<file path="src/rtl/frame_pixel_source.sv">
// Pixel responder for the VGA read port: renders sky, scrolling dashed ground,
// an animated dino box and an obstacle box from shadow state that only moves at end of frame.

module frame_pixel_source_chk #(
    parameter int ANIM_DIV = 8
) (
    input logic       vga_clk,
    input logic       clrn,
    input logic [9:0] scroll_x,
    input logic [7:0] anim_cnt,
    input logic       frame_tick
);
    localparam logic [7:0] ANIM_LAST = 8'(ANIM_DIV - 1);

    // scroll offset must stay inside one screen width
    a_scroll_range: assert property (@(posedge vga_clk) disable iff (!clrn)
        scroll_x < 10'd640);

    // animation divider never runs past its terminal count
    a_anim_range: assert property (@(posedge vga_clk) disable iff (!clrn)
        anim_cnt <= ANIM_LAST);

    // the frame pulse is a single cycle wide
    a_tick_single: assert property (@(posedge vga_clk) disable iff (!clrn)
        frame_tick |=> !frame_tick);
endmodule

module frame_pixel_source #(
    parameter int          GROUND_Y = 400,
    parameter int          DINO_X   = 64,
    parameter int          SPEED    = 4,
    parameter int          ANIM_DIV = 8,
    parameter logic [11:0] SKY      = 12'hFDB,
    parameter logic [11:0] FG       = 12'h555,
    parameter logic [11:0] CRASH    = 12'h00F
) (
    input  logic        vga_clk,
    input  logic        clrn,
    input  logic [8:0]  row_addr,
    input  logic [9:0]  col_addr,
    input  logic        rdn,
    input  logic [8:0]  dino_y,
    input  logic [9:0]  obst_x,
    input  logic        run,
    input  logic        crash,
    output logic [11:0] pixel,
    output logic        frame_tick,
    output logic [15:0] frame_cnt
);
    localparam logic [9:0]  DX_LO      = 10'(DINO_X);
    localparam logic [9:0]  DX_HI      = 10'(DINO_X + 31);
    localparam logic [8:0]  OB_TOP     = 9'(GROUND_Y - 32);
    localparam logic [8:0]  OB_BOT     = 9'(GROUND_Y - 1);
    localparam logic [8:0]  GND_ROW0   = 9'(GROUND_Y);
    localparam logic [8:0]  GND_ROW1   = 9'(GROUND_Y + 1);
    localparam logic [8:0]  DINO_Y_RST = 9'(GROUND_Y - 32);
    localparam logic [10:0] SPEED_W    = 11'(SPEED);
    localparam logic [7:0]  ANIM_LAST  = 8'(ANIM_DIV - 1);

    logic        rdn_q_r;
    logic        eof_s;
    logic [8:0]  dino_y_sh_r;
    logic [9:0]  obst_x_sh_r;
    logic        crash_sh_r;
    logic [9:0]  scroll_x_r;
    logic [7:0]  anim_cnt_r;
    logic        anim_ph_r;

    logic [10:0] scroll_sum_s;
    logic [9:0]  scroll_nxt_s;
    logic        dino_hit_s;
    logic        obst_hit_s;
    logic        ground_row_s;
    logic        ground_dark_s;
    logic [9:0]  row_rel_s;
    logic [10:0] gx_sum_s;
    logic [9:0]  gx_s;

    assign eof_s = rdn & ~rdn_q_r & (row_addr == 9'd479);

    // rdn edge history and the registered end-of-frame pulse / frame counter
    always_ff @(posedge vga_clk or negedge clrn) begin
        if (!clrn) begin
            rdn_q_r    <= 1'b1;
            frame_tick <= 1'b0;
            frame_cnt  <= 16'd0;
        end else begin
            rdn_q_r    <= rdn;
            frame_tick <= eof_s;
            if (frame_tick) begin
                frame_cnt <= frame_cnt + 16'd1;
            end else begin
                frame_cnt <= frame_cnt;
            end
        end
    end

    // next scroll offset, wrapped back into 0..639
    always_comb begin
        scroll_sum_s = {1'b0, scroll_x_r} + SPEED_W;
        if (scroll_sum_s >= 11'd640) begin
            scroll_nxt_s = 10'(scroll_sum_s - 11'd640);
        end else begin
            scroll_nxt_s = scroll_sum_s[9:0];
        end
    end

    // per-frame shadow state, updated only on the frame pulse so frames never tear
    always_ff @(posedge vga_clk or negedge clrn) begin
        if (!clrn) begin
            dino_y_sh_r <= DINO_Y_RST;
            obst_x_sh_r <= 10'd640;
            crash_sh_r  <= 1'b0;
            scroll_x_r  <= 10'd0;
            anim_cnt_r  <= 8'd0;
            anim_ph_r   <= 1'b0;
        end else if (frame_tick) begin
            dino_y_sh_r <= dino_y;
            obst_x_sh_r <= obst_x;
            crash_sh_r  <= crash;
            if (run) begin
                scroll_x_r <= scroll_nxt_s;
                if (anim_cnt_r == ANIM_LAST) begin
                    anim_cnt_r <= 8'd0;
                    anim_ph_r  <= ~anim_ph_r;
                end else begin
                    anim_cnt_r <= anim_cnt_r + 8'd1;
                    anim_ph_r  <= anim_ph_r;
                end
            end else begin
                scroll_x_r <= scroll_x_r;
                anim_cnt_r <= anim_cnt_r;
                anim_ph_r  <= anim_ph_r;
            end
        end else begin
            dino_y_sh_r <= dino_y_sh_r;
            obst_x_sh_r <= obst_x_sh_r;
            crash_sh_r  <= crash_sh_r;
            scroll_x_r  <= scroll_x_r;
            anim_cnt_r  <= anim_cnt_r;
            anim_ph_r   <= anim_ph_r;
        end
    end

    // sprite hit tests; dino rows compared in 10 bits so dino_y near 511 cannot wrap
    always_comb begin
        row_rel_s  = {1'b0, row_addr} - {1'b0, dino_y_sh_r};
        dino_hit_s = 1'b0;
        if ((col_addr >= DX_LO) && (col_addr <= DX_HI) &&
            ({1'b0, row_addr} >= {1'b0, dino_y_sh_r}) &&
            ({1'b0, row_addr} <= ({1'b0, dino_y_sh_r} + 10'd31))) begin
            // the bottom 8 rows are legs, striped by column bit 2 against the phase
            if (row_rel_s >= 10'd24) begin
                dino_hit_s = (col_addr[2] == anim_ph_r);
            end else begin
                dino_hit_s = 1'b1;
            end
        end else begin
            dino_hit_s = 1'b0;
        end

        obst_hit_s = (obst_x_sh_r < 10'd640) &&
                     ({1'b0, col_addr} >= {1'b0, obst_x_sh_r}) &&
                     ({1'b0, col_addr} <= ({1'b0, obst_x_sh_r} + 11'd15)) &&
                     (row_addr >= OB_TOP) && (row_addr <= OB_BOT);
    end

    // ground dash pattern: column shifted by scroll, wrapped at the screen width
    always_comb begin
        gx_sum_s = {1'b0, col_addr} + {1'b0, scroll_x_r};
        if (gx_sum_s >= 11'd640) begin
            gx_s = 10'(gx_sum_s - 11'd640);
        end else begin
            gx_s = gx_sum_s[9:0];
        end
        ground_row_s  = (row_addr == GND_ROW0) || (row_addr == GND_ROW1);
        ground_dark_s = ((gx_s & 10'd8) == 10'd0);
    end

    // zero-latency pixel mux in priority order
    always_comb begin
        pixel = 12'h000;
        if (rdn) begin
            pixel = 12'h000;
        end else if (dino_hit_s) begin
            pixel = crash_sh_r ? CRASH : FG;
        end else if (obst_hit_s) begin
            pixel = FG;
        end else if (ground_row_s) begin
            pixel = ground_dark_s ? FG : SKY;
        end else begin
            pixel = SKY;
        end
    end

    frame_pixel_source_chk #(
        .ANIM_DIV (ANIM_DIV)
    ) u_chk (
        .vga_clk    (vga_clk),
        .clrn       (clrn),
        .scroll_x   (scroll_x_r),
        .anim_cnt   (anim_cnt_r),
        .frame_tick (frame_tick)
    );
endmodule

</file>
<file path="config.mk">
export PLATFORM = sky130hd
export DESIGN_NAME = frame_pixel_source
export DESIGN_NICKNAME = d
export VERILOG_FILES = /design/src/rtl/frame_pixel_source.sv
export SDC_FILE = /design/constraint.sdc
export NUM_CORES = 1
export LEC_CHECK = 0
export CAP_MARGIN = 20
export CORE_MARGIN = 3
export CORE_UTILIZATION = 55
export CTS_CLUSTER_SIZE = 40
export DETAILED_ROUTE_END_ITERATION = 8
export PLACE_DENSITY = 0.86
export SYNTH_ARGS = -nofsm -noshare
export SYNTH_HDL_FRONTEND = slang
export SYNTH_SLANG_ARGS = --single-unit
export TNS_END_PERCENT = 1
</file>
<file path="constraint.sdc">
create_clock -name vga_clk -period 5.76 [get_ports vga_clk]
set_input_delay 1.44 -clock vga_clk [delete_from_list [all_inputs] [get_ports vga_clk]]
set_output_delay 1.44 -clock vga_clk [all_outputs]
set_load 0.01 [all_outputs]
</file>
==> out/metrics.cfg <==
[layout]
multi_input_area_um2 = 2116
area_growth_pct = 24.34
regArea_um2 = 1235
final_core_util_pct = 72.34
n_fill_cell = 453
layout-drive-gt1-share_pct = 8.241
finalNetCount = 533
final_common_cell = clkdlybuf4s50_1
n_antenna_cell = 0
layout_common_cells = clkdlybuf4s50_1, nand2_1, ha_1, dfrtp_1, xnor2_1

[setup_path]
max_stage_delay_ns = 0.57
crit_type = in -> out
r2r_cells = 5
critPathSlowestCell = clkdlybuf4s50_1
cpMostUsedCell = clkdlybuf4s50_1
cp.required_ns = 4.32
crit_chain = clkdlybuf4s50_1 > ha_1 > nor2b_4 > o31a_4 > o31ai_2 > xor2_1 > nand4_1 > o21ai_2 > o2bb2ai_1 > clkdlybuf4s50_1
reg2reg_slack_ns = 3.90
startpoint = row_addr[1]
reg2reg_from = frame_tick$_DFF_PN0_
start_kind = primary input
critPathMaxFanout = 6
worstReg2RegEnd = anim_ph_r$_DFFE_PN0P_
cp.arrival_ns = 4.24
worstSetupEndpointType = output pin

[sta]
finalClockSkew_ns = 0.009956
tns_ns = 0
timing.fmax_mhz = 176.1
relSlewSlack_pct = 63.66
finalSetupViolations = 0
tightest_slew_ns = 0.5419
finalHoldViolCount = 0
finalCritPeriodShare_pct = 98.61
drv_slew = 0
rsz0062_at_grt = yes
layout_setup_ws_ns = 0.08010
min_period_ns = 5.680

[power_and_ir_drop]
internal_power_uw = 513.1
peakVddDrop_uv = 132.7
p_leak_uw = 0.002077
p_per_area_nw_per_um2 = 163.3
p_sw_share_pct = 28.33
seqPwrFrac_pct = 49.3
p_comb_share_pct = 19.7
pwr-share-clk_pct = 31.0
switching_power_uw = 202.8
p_total_uw = 715.9

[cts]
numCtsBuffers = 5
htreeDepth = 2
clock_tree.buffer_depth = 2
cts_root_buf = clkbuf_8
clkSinkCount = 49
cts_tree = built
clk_pin_slew_worst_paths_ns = 0.11
postCtsSetupBuffers = 0
clk-insertion-delay-late_ns = 0.31

[yosys]
synthMuxAreaShare_pct = 1.278
synth_top_family_by_area = simple AND/OR/NAND/NOR gates
syn-num-nets = 465
synth_xor_area_share_pct = 11.43
syn_area_um2 = 3526
synth_top_area_share_pct = 29.81
yosysUniqueCellTypes = 56
syn_avg_cell_area_um2 = 9.279
postSynth.asyncResetShare_pct = 100.0
yosys_warnings = 0
ys.flop_type = dfrtp_1
synthSimpleGateAreaFrac_pct = 17.46
yosys.area.top_type = dfrtp_1
synth-edff-count = 0
synth_fa_ha_area_share_pct = 14.90
synth_compound_area_share_pct = 14.73
ys_seq_area_share_pct = 35.02
syn_inst = 380
synth_area_leaders = dfrtp_1, ha_1, xnor2_1
ys_seq_elements = 49

[min_path]
worstHoldPathType = reg -> reg
worstHoldEndpoint = frame_cnt[15]$_DFFE_PN0P_
hold_path_depth = 1
min_from = frame_cnt[15]$_DFFE_PN0P_

[route]
drtIter0Drc = 215
viasPerCell = 5.740
ant_nets = 0
routedWlPerCell_um = 15.52
vias = 3008
route.detailed.drc = 0
wl_um = 8131
drt_pass1_iterations = 4

[outcome]
status = complete, no violations

[floorplanning]
die_area_um2 = 7407
core-area_um2 = 6061
start_util_pct = 58.18
num_rows = 28
die_y_um = 86.07
dieWidth_um = 86.07
ios = 72

[global_routing]
gr-usage-all-layers_pct = 23.08
grt_pass1_wl_um = 13940
grt_max_degree = 50
grt_pass1_vias = 3071
antenna_found_initial = 0
grt_overflow_total = 0

[placement]
hpwl_um = 6441
gp_congestion = 0.9318
portBuffers = 70
pre_cts_ws_ns = 0.06676

[run]
drv_cap = 0

==> repair_timing <==
action | 4_1_cts | 5_1_grt
hold endpoints to repair | 0 | 0
endpoints found under the setup margin | 0 | 10
hold buffers | 0 | 0
resized for setup | 0 | 2
==> layout make-up <==
class                           count  area share [%]
Multi-Input combinational cell    291           48.26
Sequential cell                    49           28.17
Timing Repair Buffer               74           16.89
Inverter                           27           2.312
Tap cell                           75           2.140
Clock buffer                        5           1.570
Clock inverter                      3          0.6564
==> metrics by stage <==
stage,std cells,cell area [um^2],hold slack (ns)
2_1_floorplan,380,3526,0.4468
3_3_place_gp,515,4260,0.4599
3_5_place_dp,515,4260,0.4682
4_1_cts,523,4358,0.4828
5_1_grt,524,4384,0.5002
6_report,524,4384,0.4817
==> power groups by stage <==
stage / clock network, uW / registers, uW / logic (uW)
floorplan: 0 / 359 / 74.0
detailed placement: 0 / 360 / 138
global route: 239 / 354 / 156
finish: 222 / 353 / 141
CTS: 225 / 353 / 139
global placement: 0 / 359 / 132
==> routing by layer <==
metal	wire length, um	up-vias	track usage [%]
met1	3647	1431	30.71
li1	-	1470	-
met5	0	-	0
met3	387	22	3.458
met2	3921	85	38.54
met4	175	0	7.482
==> kinds of logic (layout without fill, tap and decap cells) <==
| group | after synthesis | in the layout |
|---|---|---|
| DFF | 49 | 49 |
| xor gates and xnor gates | 46 | 46 |
| other | 1 | 1 |
| adders and majority gates | 42 | 42 |
| muxes | 4 | 4 |
| AOI/OAI and AO/OA | 78 | 78 |
| buffers and inverters | 40 | 109 |
| and+or+nand+nor | 120 | 120 |
==> critical path, delay by kind of cell <==
family	cells	cell delay (ns)
and+or+nand+nor	2	0.31
AOI/OAI and AO/OA	4	0.98
adders and majority gates	1	0.32
xor gates and xnor gates	1	0.18
buffers and inverters	2	1.00
==> worst max-delay path by stage <==
stage / endpoint / slack, ns / cells after the start
floorplan: pixel[10] / 0.98 / 9
global placement: pixel[1] / 0.14 / 10
detailed placement: pixel[1] / 0.07 / 10
CTS: pixel[1] / 0.05 / 10
global route: pixel[2] / -0.08 / 10
finish: pixel[1] / 0.08 / 10
==> cell usage after synthesis (2+ instances only) <==
library cell	count
buf_2	2
inv_1	25
a31oi_1	2
mux2_2	4
a211o_1	2
nand4b_1	3
nor3_1	6
o21a_1	5
buf_4	7
a21oi_1	16
nand4_1	10
nand2_1	44
a21o_1	5
or2_2	2
o32a_1	2
ha_1	42
o31ai_1	3
o21ai_1	5
and2_1	2
dfstp_2	7
a211oi_1	2
dfrtp_1	42
xor2_1	12
clkbuf_1	3
nor2b_1	4
o21ai_0	25
xnor2_1	34
nor2_1	16
and3_1	5
or4_1	2
nand3_1	16
==> flip-flops by register name, summed over array words and instances, names as in the netlist <==
signal and flops:
anim_ph_r 1, rdn_q_r 1, crash_sh_r 1, frame_cnt 16
obst_x_sh_r 10, anim_cnt_r 8, scroll_x_r 2, frame_tick 1
dino_y_sh_r 9
Note: power is estimated with default switching activity, not from simulation.
